--- config.mk ---
export PLATFORM = sky130hd
export DESIGN_NAME = aurora_tx_scheduler
export DESIGN_NICKNAME = d
export VERILOG_FILES = /design/src/rtl/aurora_8b10b_pkg.sv /design/src/rtl/aurora_cc_timer.sv /design/src/rtl/aurora_tx_scheduler.sv
export SDC_FILE = /design/constraint.sdc
export NUM_CORES = 1
export LEC_CHECK = 0
export BUFFER_PORTS_ARGS = -buffer_cell sky130_fd_sc_hd__buf_2
export CAP_MARGIN = 20
export CORE_MARGIN = 2
export CORE_UTILIZATION = 59
export DETAILED_ROUTE_END_ITERATION = 7
export HOLD_SLACK_MARGIN = 0.08
export MAX_ROUTING_LAYER = met4
export PLACE_DENSITY = 0.85
export SYNTH_ARGS = -nofsm -noshare
export SYNTH_HDL_FRONTEND = slang
export SYNTH_SLANG_ARGS = --single-unit
--- constraint.sdc ---
create_clock -name clk_i -period 2.96 [get_ports clk_i]
set_input_delay 0.444 -clock clk_i [delete_from_list [all_inputs] [get_ports clk_i]]
set_output_delay 0.444 -clock clk_i [all_outputs]
set_load 0.01 [all_outputs]
--- src/rtl/aurora_8b10b_pkg.sv ---
// Shared symbol codes and scheduler state encoding for the Aurora 8b/10b transmit lane.
package aurora_8b10b_pkg;

  localparam logic [7:0] K_IDLE = 8'hBC;
  localparam logic [7:0] K_SOF  = 8'hFB;
  localparam logic [7:0] K_EOF  = 8'hFD;
  localparam logic [7:0] K_CC   = 8'hF7;

  typedef enum logic [2:0] {
    OFF  = 3'd0,
    INIT = 3'd1,
    IDLE = 3'd2,
    SOF  = 3'd3,
    DATA = 3'd4,
    EOF  = 3'd5,
    CC   = 3'd6
  } tx_state_t;

endpackage

--- src/rtl/aurora_cc_timer.sv ---
// Clock-compensation period timer: free-running while enabled, raises pend on every wrap
// and holds it until the scheduler reports the burst finished.
module aurora_cc_timer #(
  parameter int unsigned CC_PERIOD = 5000
) (
  input  logic clk_i,
  input  logic rst_i,
  input  logic run,
  input  logic clr,
  output logic pend
);

  localparam int unsigned    CW       = (CC_PERIOD > 1) ? $clog2(CC_PERIOD) : 1;
  localparam logic [CW-1:0]  CNT_LAST = CW'(CC_PERIOD - 1);
  localparam logic [CW-1:0]  CNT_ONE  = CW'(1);

  logic [CW-1:0] cnt_r;
  logic          pend_r;
  logic          wrap_s;

  assign wrap_s = run && (cnt_r == CNT_LAST);
  assign pend   = pend_r;

  // Period counter and sticky request; a wrap coinciding with clr wins so it is not lost
  always_ff @(posedge clk_i) begin
    if (rst_i) begin
      cnt_r  <= '0;
      pend_r <= 1'b0;
    end else begin
      if (wrap_s) begin
        cnt_r <= '0;
      end else if (run) begin
        cnt_r <= cnt_r + CNT_ONE;
      end else begin
        cnt_r <= cnt_r;
      end
      if (wrap_s) begin
        pend_r <= 1'b1;
      end else if (clr) begin
        pend_r <= 1'b0;
      end else begin
        pend_r <= pend_r;
      end
    end
  end

endmodule

--- src/rtl/aurora_tx_scheduler.sv ---
// Aurora 8b/10b transmit symbol scheduler feeding a combinational encoder (no output register).
// Optional build macro AURORA_TX_STATS_EN adds frame_cnt_o / cc_cnt_o statistics ports.
module aurora_tx_scheduler
  import aurora_8b10b_pkg::*;
#(
  parameter int unsigned INIT_LEN  = 16,
  parameter int unsigned CC_PERIOD = 5000,
  parameter int unsigned CC_LEN    = 4
) (
  input  logic        clk_i,
  input  logic        rst_i,
  input  logic        link_en_i,
  input  logic [7:0]  s_tdata_i,
  input  logic        s_tvalid_i,
  input  logic        s_tlast_i,
  output logic        s_tready_o,
  output logic [7:0]  enc_data_o,
  output logic        enc_ctrl_o,
  output logic        enc_disp_o,
  input  logic        enc_disp_i,
  output logic        busy_o
`ifdef AURORA_TX_STATS_EN
  ,
  output logic [15:0] frame_cnt_o,
  output logic [15:0] cc_cnt_o
`endif
);

  localparam int unsigned    IW        = (INIT_LEN > 1) ? $clog2(INIT_LEN) : 1;
  localparam logic [IW-1:0]  INIT_LAST = IW'(INIT_LEN - 1);
  localparam logic [IW-1:0]  INIT_ONE  = IW'(1);
  localparam int unsigned    BW        = (CC_LEN > 1) ? $clog2(CC_LEN) : 1;
  localparam logic [BW-1:0]  CC_LAST   = BW'(CC_LEN - 1);
  localparam logic [BW-1:0]  CC_ONE    = BW'(1);

  tx_state_t     state_r, state_s, ret_r, ret_s;
  logic [IW-1:0] init_cnt_r, init_cnt_s;
  logic [BW-1:0] burst_cnt_r, burst_cnt_s;
  logic [7:0]    data_r, sym_s;
  logic          ctrl_r, ctrl_s;
  logic          rd_r;
  logic          cc_pend_s, clr_s, cc_go_s, run_s;

  assign run_s = (state_r != OFF) && (state_r != INIT);

  aurora_cc_timer #(.CC_PERIOD(CC_PERIOD)) u_cc_timer (
    .clk_i (clk_i),
    .rst_i (rst_i),
    .run   (run_s),
    .clr   (clr_s),
    .pend  (cc_pend_s)
  );

  // Next state and symbol choice; the cycle that sees cc_pend already emits the first K23.7
  always_comb begin
    state_s     = state_r;
    ret_s       = ret_r;
    init_cnt_s  = init_cnt_r;
    burst_cnt_s = burst_cnt_r;
    sym_s       = K_IDLE;
    ctrl_s      = 1'b1;
    clr_s       = 1'b0;
    cc_go_s     = 1'b0;
    if (!link_en_i) begin
      state_s = OFF;
    end else begin
      case (state_r)
        OFF: begin
          state_s    = INIT;
          init_cnt_s = '0;
        end
        INIT: begin
          if (init_cnt_r == INIT_LAST) begin
            state_s    = IDLE;
            init_cnt_s = '0;
          end else begin
            init_cnt_s = init_cnt_r + INIT_ONE;
          end
        end
        IDLE: begin
          if (cc_pend_s) begin
            cc_go_s = 1'b1;
          end else if (s_tvalid_i) begin
            state_s = SOF;
          end else begin
            state_s = IDLE;
          end
        end
        SOF: begin
          sym_s   = K_SOF;
          state_s = DATA;
        end
        DATA: begin
          if (cc_pend_s) begin
            cc_go_s = 1'b1;
          end else if (s_tvalid_i) begin
            sym_s  = s_tdata_i;
            ctrl_s = 1'b0;
            if (s_tlast_i) begin
              state_s = EOF;
            end else begin
              state_s = DATA;
            end
          end else begin
            state_s = DATA;
          end
        end
        EOF: begin
          sym_s   = K_EOF;
          state_s = IDLE;
        end
        CC: begin
          sym_s = K_CC;
          if (burst_cnt_r == CC_LAST) begin
            clr_s       = 1'b1;
            state_s     = ret_r;
            burst_cnt_s = '0;
          end else begin
            burst_cnt_s = burst_cnt_r + CC_ONE;
          end
        end
        default: begin
          state_s = OFF;
        end
      endcase
      if (cc_go_s) begin
        sym_s = K_CC;
        ret_s = state_r;
        if (CC_LEN == 1) begin
          clr_s = 1'b1;
        end else begin
          state_s     = CC;
          burst_cnt_s = CC_ONE;
        end
      end else begin
        ret_s = ret_r;
      end
    end
  end

  // State, counters, encoder input register and running-disparity loop register
  always_ff @(posedge clk_i) begin
    if (rst_i) begin
      state_r     <= OFF;
      ret_r       <= IDLE;
      init_cnt_r  <= '0;
      burst_cnt_r <= '0;
      data_r      <= K_IDLE;
      ctrl_r      <= 1'b1;
      rd_r        <= 1'b0;
    end else begin
      state_r     <= state_s;
      ret_r       <= ret_s;
      init_cnt_r  <= init_cnt_s;
      burst_cnt_r <= burst_cnt_s;
      data_r      <= sym_s;
      ctrl_r      <= ctrl_s;
      rd_r        <= enc_disp_i;
    end
  end

  assign enc_data_o = data_r;
  assign enc_ctrl_o = ctrl_r;
  assign enc_disp_o = rd_r;
  assign s_tready_o = (state_r == DATA) && !cc_pend_s;
  assign busy_o     = (state_r == SOF) || (state_r == DATA) || (state_r == EOF) ||
                      ((state_r == CC) && (ret_r == DATA));

`ifdef AURORA_TX_STATS_EN
  logic [15:0] frame_cnt_r, cc_cnt_r;

  // Frame and CC-burst statistics, both wrapping naturally at 16 bits
  always_ff @(posedge clk_i) begin
    if (rst_i) begin
      frame_cnt_r <= 16'd0;
      cc_cnt_r    <= 16'd0;
    end else begin
      if (link_en_i && (state_r == EOF)) begin
        frame_cnt_r <= frame_cnt_r + 16'd1;
      end else begin
        frame_cnt_r <= frame_cnt_r;
      end
      if (clr_s) begin
        cc_cnt_r <= cc_cnt_r + 16'd1;
      end else begin
        cc_cnt_r <= cc_cnt_r;
      end
    end
  end

  assign frame_cnt_o = frame_cnt_r;
  assign cc_cnt_o    = cc_cnt_r;
`endif

endmodule

==> metrics <==
number of distinct library cells after synthesis=42; min-delay worst type=in2reg; fillers=200; Syn-to-layout area delta=11.6%; status=finished clean; final clock period utilization by the worst path=0.796; initial antenna violation count=0; DR vias=1,380; initial drt markers=64; adder-cell share of the synthesized area=0.0233; largest net degree at the start of global routing=23; die area=around 3200 um^2; DRC=0; CTS tree=built; Routed wire per std cell=approximately 13 um; global-route wire length before repair=~5600 um; Max stage delay cell, worst path=dfxtp_1; Core ar.=approximately 2500 um^2; post-route ant nets=0; area fraction in compound gates after synthesis=0.147; Crit path arrival time=1910 ps; top cell type's share of synthesized area=0.447; clk buf depth=2; beginning of the worst hold path=s_tdata_i[7]; Final Core Density=0.708; final wirelength=about 3300 um; layout cell share with drive strength beyond 1=0.178; PD cells=about 450 nW/um^2; chip height=56.3 um; GRT overflow=0; postcts setup bufs=0; Net Sw Frac=0.217; Final GP Congestion=a little under 0.9; worst stage delay on the critical path=around 730 ps; largest cells by area after synthesis=dfxtp_1 (45%), nor2_1 (6.3%), xnor2_1 (6.0%); Synth Register Bits=36; Worst-Margin Slew=roughly 800 ps; Mapped Cells=between 150 and 200; starting density of the core=0.634; xor/xnor share of the synthesized area=0.0705; CTS buffer count=5; Required @ worst endpoint=~2500 ps; hold path depth=2; CP Depth=4; switching power=about 180 uW; sequential fraction of the synthesis area=0.447; mux cell area share after synthesis=0.0124; sequential share of power=0.606; met2 Use GR=0.360; Chip Width=56.3 um; Reg2Reg Launch Point=state_r[1]; Reg-to-Reg End=u_cc_timer.cnt_r[12]; GR peak layer=met2; Yosys top cell by area=dfxtp_1; worst-path maximum fanout=22; post-layout min period=2360 ps; root buffer cell=clkbuf_4; clock edge transition at the registers on the reported setup and hold paths=approximately 100 ps; crit start category=register; Fmax=424 MHz; H-tree depth=2; cell count of the worst reg-to-reg path=4; Num Clock Sinks=36; Net Count, Synth=207; worst path bufs/invs=2; final hold vios=0; Max VDD drop=~0.00037 V; met1 Use GR=0.272; combinational share of power=0.047; slew margin rel.=0.460; largest family of logic cells by synthesized area=simple AND/OR/NAND/NOR gates; Synth Area in Simple Gates=0.252; Via density=roughly 5.7; cells along the critical path=inv_1 > and3_1 > a21o_1 > buf_2; DRT Pass-1 Iters=4; hold_ws=286 ps; DP HPWL=approximately 2400 um; static leakage=approximately 0.68 nW; n_diodes=0; # nets final=approximately 230; P_int=639 uW; endpoints failing setup=0; Avg Cell Area, Syn=approximately 8.5 um^2; CP top delay family=flip-flops; r2r setup slk=between 800 and 900 ps; Setup crit end kind=output port; Max Slew Vio Count=0; CTS Hold Buffers Added=0; critical path type=reg2out; max-cap viol count=0; vias in the first global route=roughly 1,300; Clock power frac=0.346; IO Port Bufs=25; num rows=18; Setup Skew=roughly 4.7 ps; RSZ-0062 raised after global routing=false; met3 GRT Util=0.0737; io pins=26; Clk Latency, worst-skew pair=between 300 and 400 ps; Ys Warns=0; sink of the worst hold path=enc_data_o[7]; post_cts resized=0; mapped cell area=between 1500 and 2000 um^2; total global-route track usage=0.234; TNS Setup=0 ps
## routing by layer
| metal | vias to the layer above | part of all wire |
|---|---|---|
| li1 | 703 | - |
| met1 | 611 | 0.44 |
| met2 | 54 | 0.46 |
| met5 | - | 0 |
| met3 | 12 | 0.071 |
| met4 | 0 | 0.032 |
## power by group through the flow
stage / logic [mW] / clock network, mW / registers [mW]
CTS: 0.0383 / 0.286 / 0.495
global route: 0.0429 / 0.310 / 0.496
global placement: 0.0371 / 0 / 0.506
finish: 0.0386 / 0.283 / 0.495
floorplan: 0.0265 / 0 / 0.502
detailed placement: 0.0381 / 0 / 0.506
## layout by cell type, fill, tap and decap left out, drive strengths merged, types with 3 or more instances in the layout
cell type and count:
dfxtp 36, nor2 27, buf 25, nand2 15, xnor2 11, a21oi 11, inv 10, o21ai 10
nand3 7, clkbuf 7, nor3 6, or3 3, a211oi 3, nor2b 3, nand4 3, or2 3
ha 3, nand2b 3
## synthesized netlist by cell type
| master | count |
|---|---|
| nand2_1 | 15 |
| nand4b_1 | 1 |
| o41ai_1 | 1 |
| nor2b_1 | 3 |
| and2_1 | 1 |
| nand4_1 | 3 |
| o211a_1 | 1 |
| a21oi_1 | 11 |
| o21a_1 | 1 |
| o21ai_0 | 10 |
| nand2b_1 | 2 |
| o311a_1 | 2 |
| nand3_1 | 7 |
| a2111oi_0 | 1 |
| buf_6 | 1 |
| dfxtp_1 | 36 |
| or4_4 | 1 |
| a2bb2oi_1 | 2 |
| nand3b_1 | 1 |
| nor3_1 | 6 |
| a31oi_1 | 1 |
| nand2b_2 | 1 |
| nor2_1 | 27 |
| o211ai_1 | 2 |
| mux2i_1 | 2 |
| a211oi_1 | 3 |
| o2111ai_1 | 1 |
| nor4_1 | 2 |
| or3_1 | 3 |
| or3b_2 | 1 |
| nor3b_1 | 1 |
| xnor2_1 | 11 |
| or2_2 | 3 |
| buf_2 | 2 |
| ha_1 | 3 |
| or4b_1 | 1 |
| and3_1 | 1 |
| inv_1 | 10 |
| nor4b_1 | 1 |
| clkbuf_1 | 5 |
| xor2_1 | 2 |
| a21o_1 | 1 |
## layout make-up
cell class	instances	area [um^2]	share of cell area
Tap cell	30	37.5	0.0208
Timing Repair Buffer	25	125	0.0694
Clock buffer	7	65.1	0.0361
Sequential cell	36	721	0.400
Multi-Input combinational cell	136	816	0.453
Inverter	10	37.5	0.0208
## stage by stage
step	power (mW)	instances	setup WS [ps]	cell area, um^2
floorplan	0.528	190	1220	1610
global placement	0.543	237	1000	1740
detailed placement	0.544	237	921	1740
CTS	0.819	244	646	1800
global route	0.848	244	434	1800
finish	0.816	244	603	1800
## state kept, by name, indices dropped and copies added (netlist names)
register,count
enc_ctrl_o,1
state_r,3
enc_disp_o,1
enc_data_o,8
init_cnt_r,4
u_cc_timer.cnt_r,13
burst_cnt_r,2
u_cc_timer.pend,1
ret_r,3
## kinds of logic after synthesis
kind of cell,count (synthesis)
AO/OA/AOI/OAI,37
multiplexers,2
XOR/XNOR,13
adder cells (fa/ha/maj),3
flip-flops,36
buffers and inverters,18
AND/OR/NAND/NOR,81
## worst max path at each step
stage / startpoint / end / slack, ps
after floorplan: state_r[1] / enc_data_o[4] / 1220
after global placement: state_r[1] / u_cc_timer.cnt_r[9] / 1000
after detailed placement: state_r[1] / u_cc_timer.cnt_r[12] / 920
after CTS: state_r[2] / busy_o / 650
after global routing: state_r[2] / busy_o / 430
final: state_r[2] / busy_o / 600
## worst register-to-register path: stages (launching register included)
cell and delay (ps):
dfxtp_1 730, o211ai_1 340, or4_4 610, nand2b_2 220
nor2_1 90
Note: power is estimated with default switching activity, not from simulation.
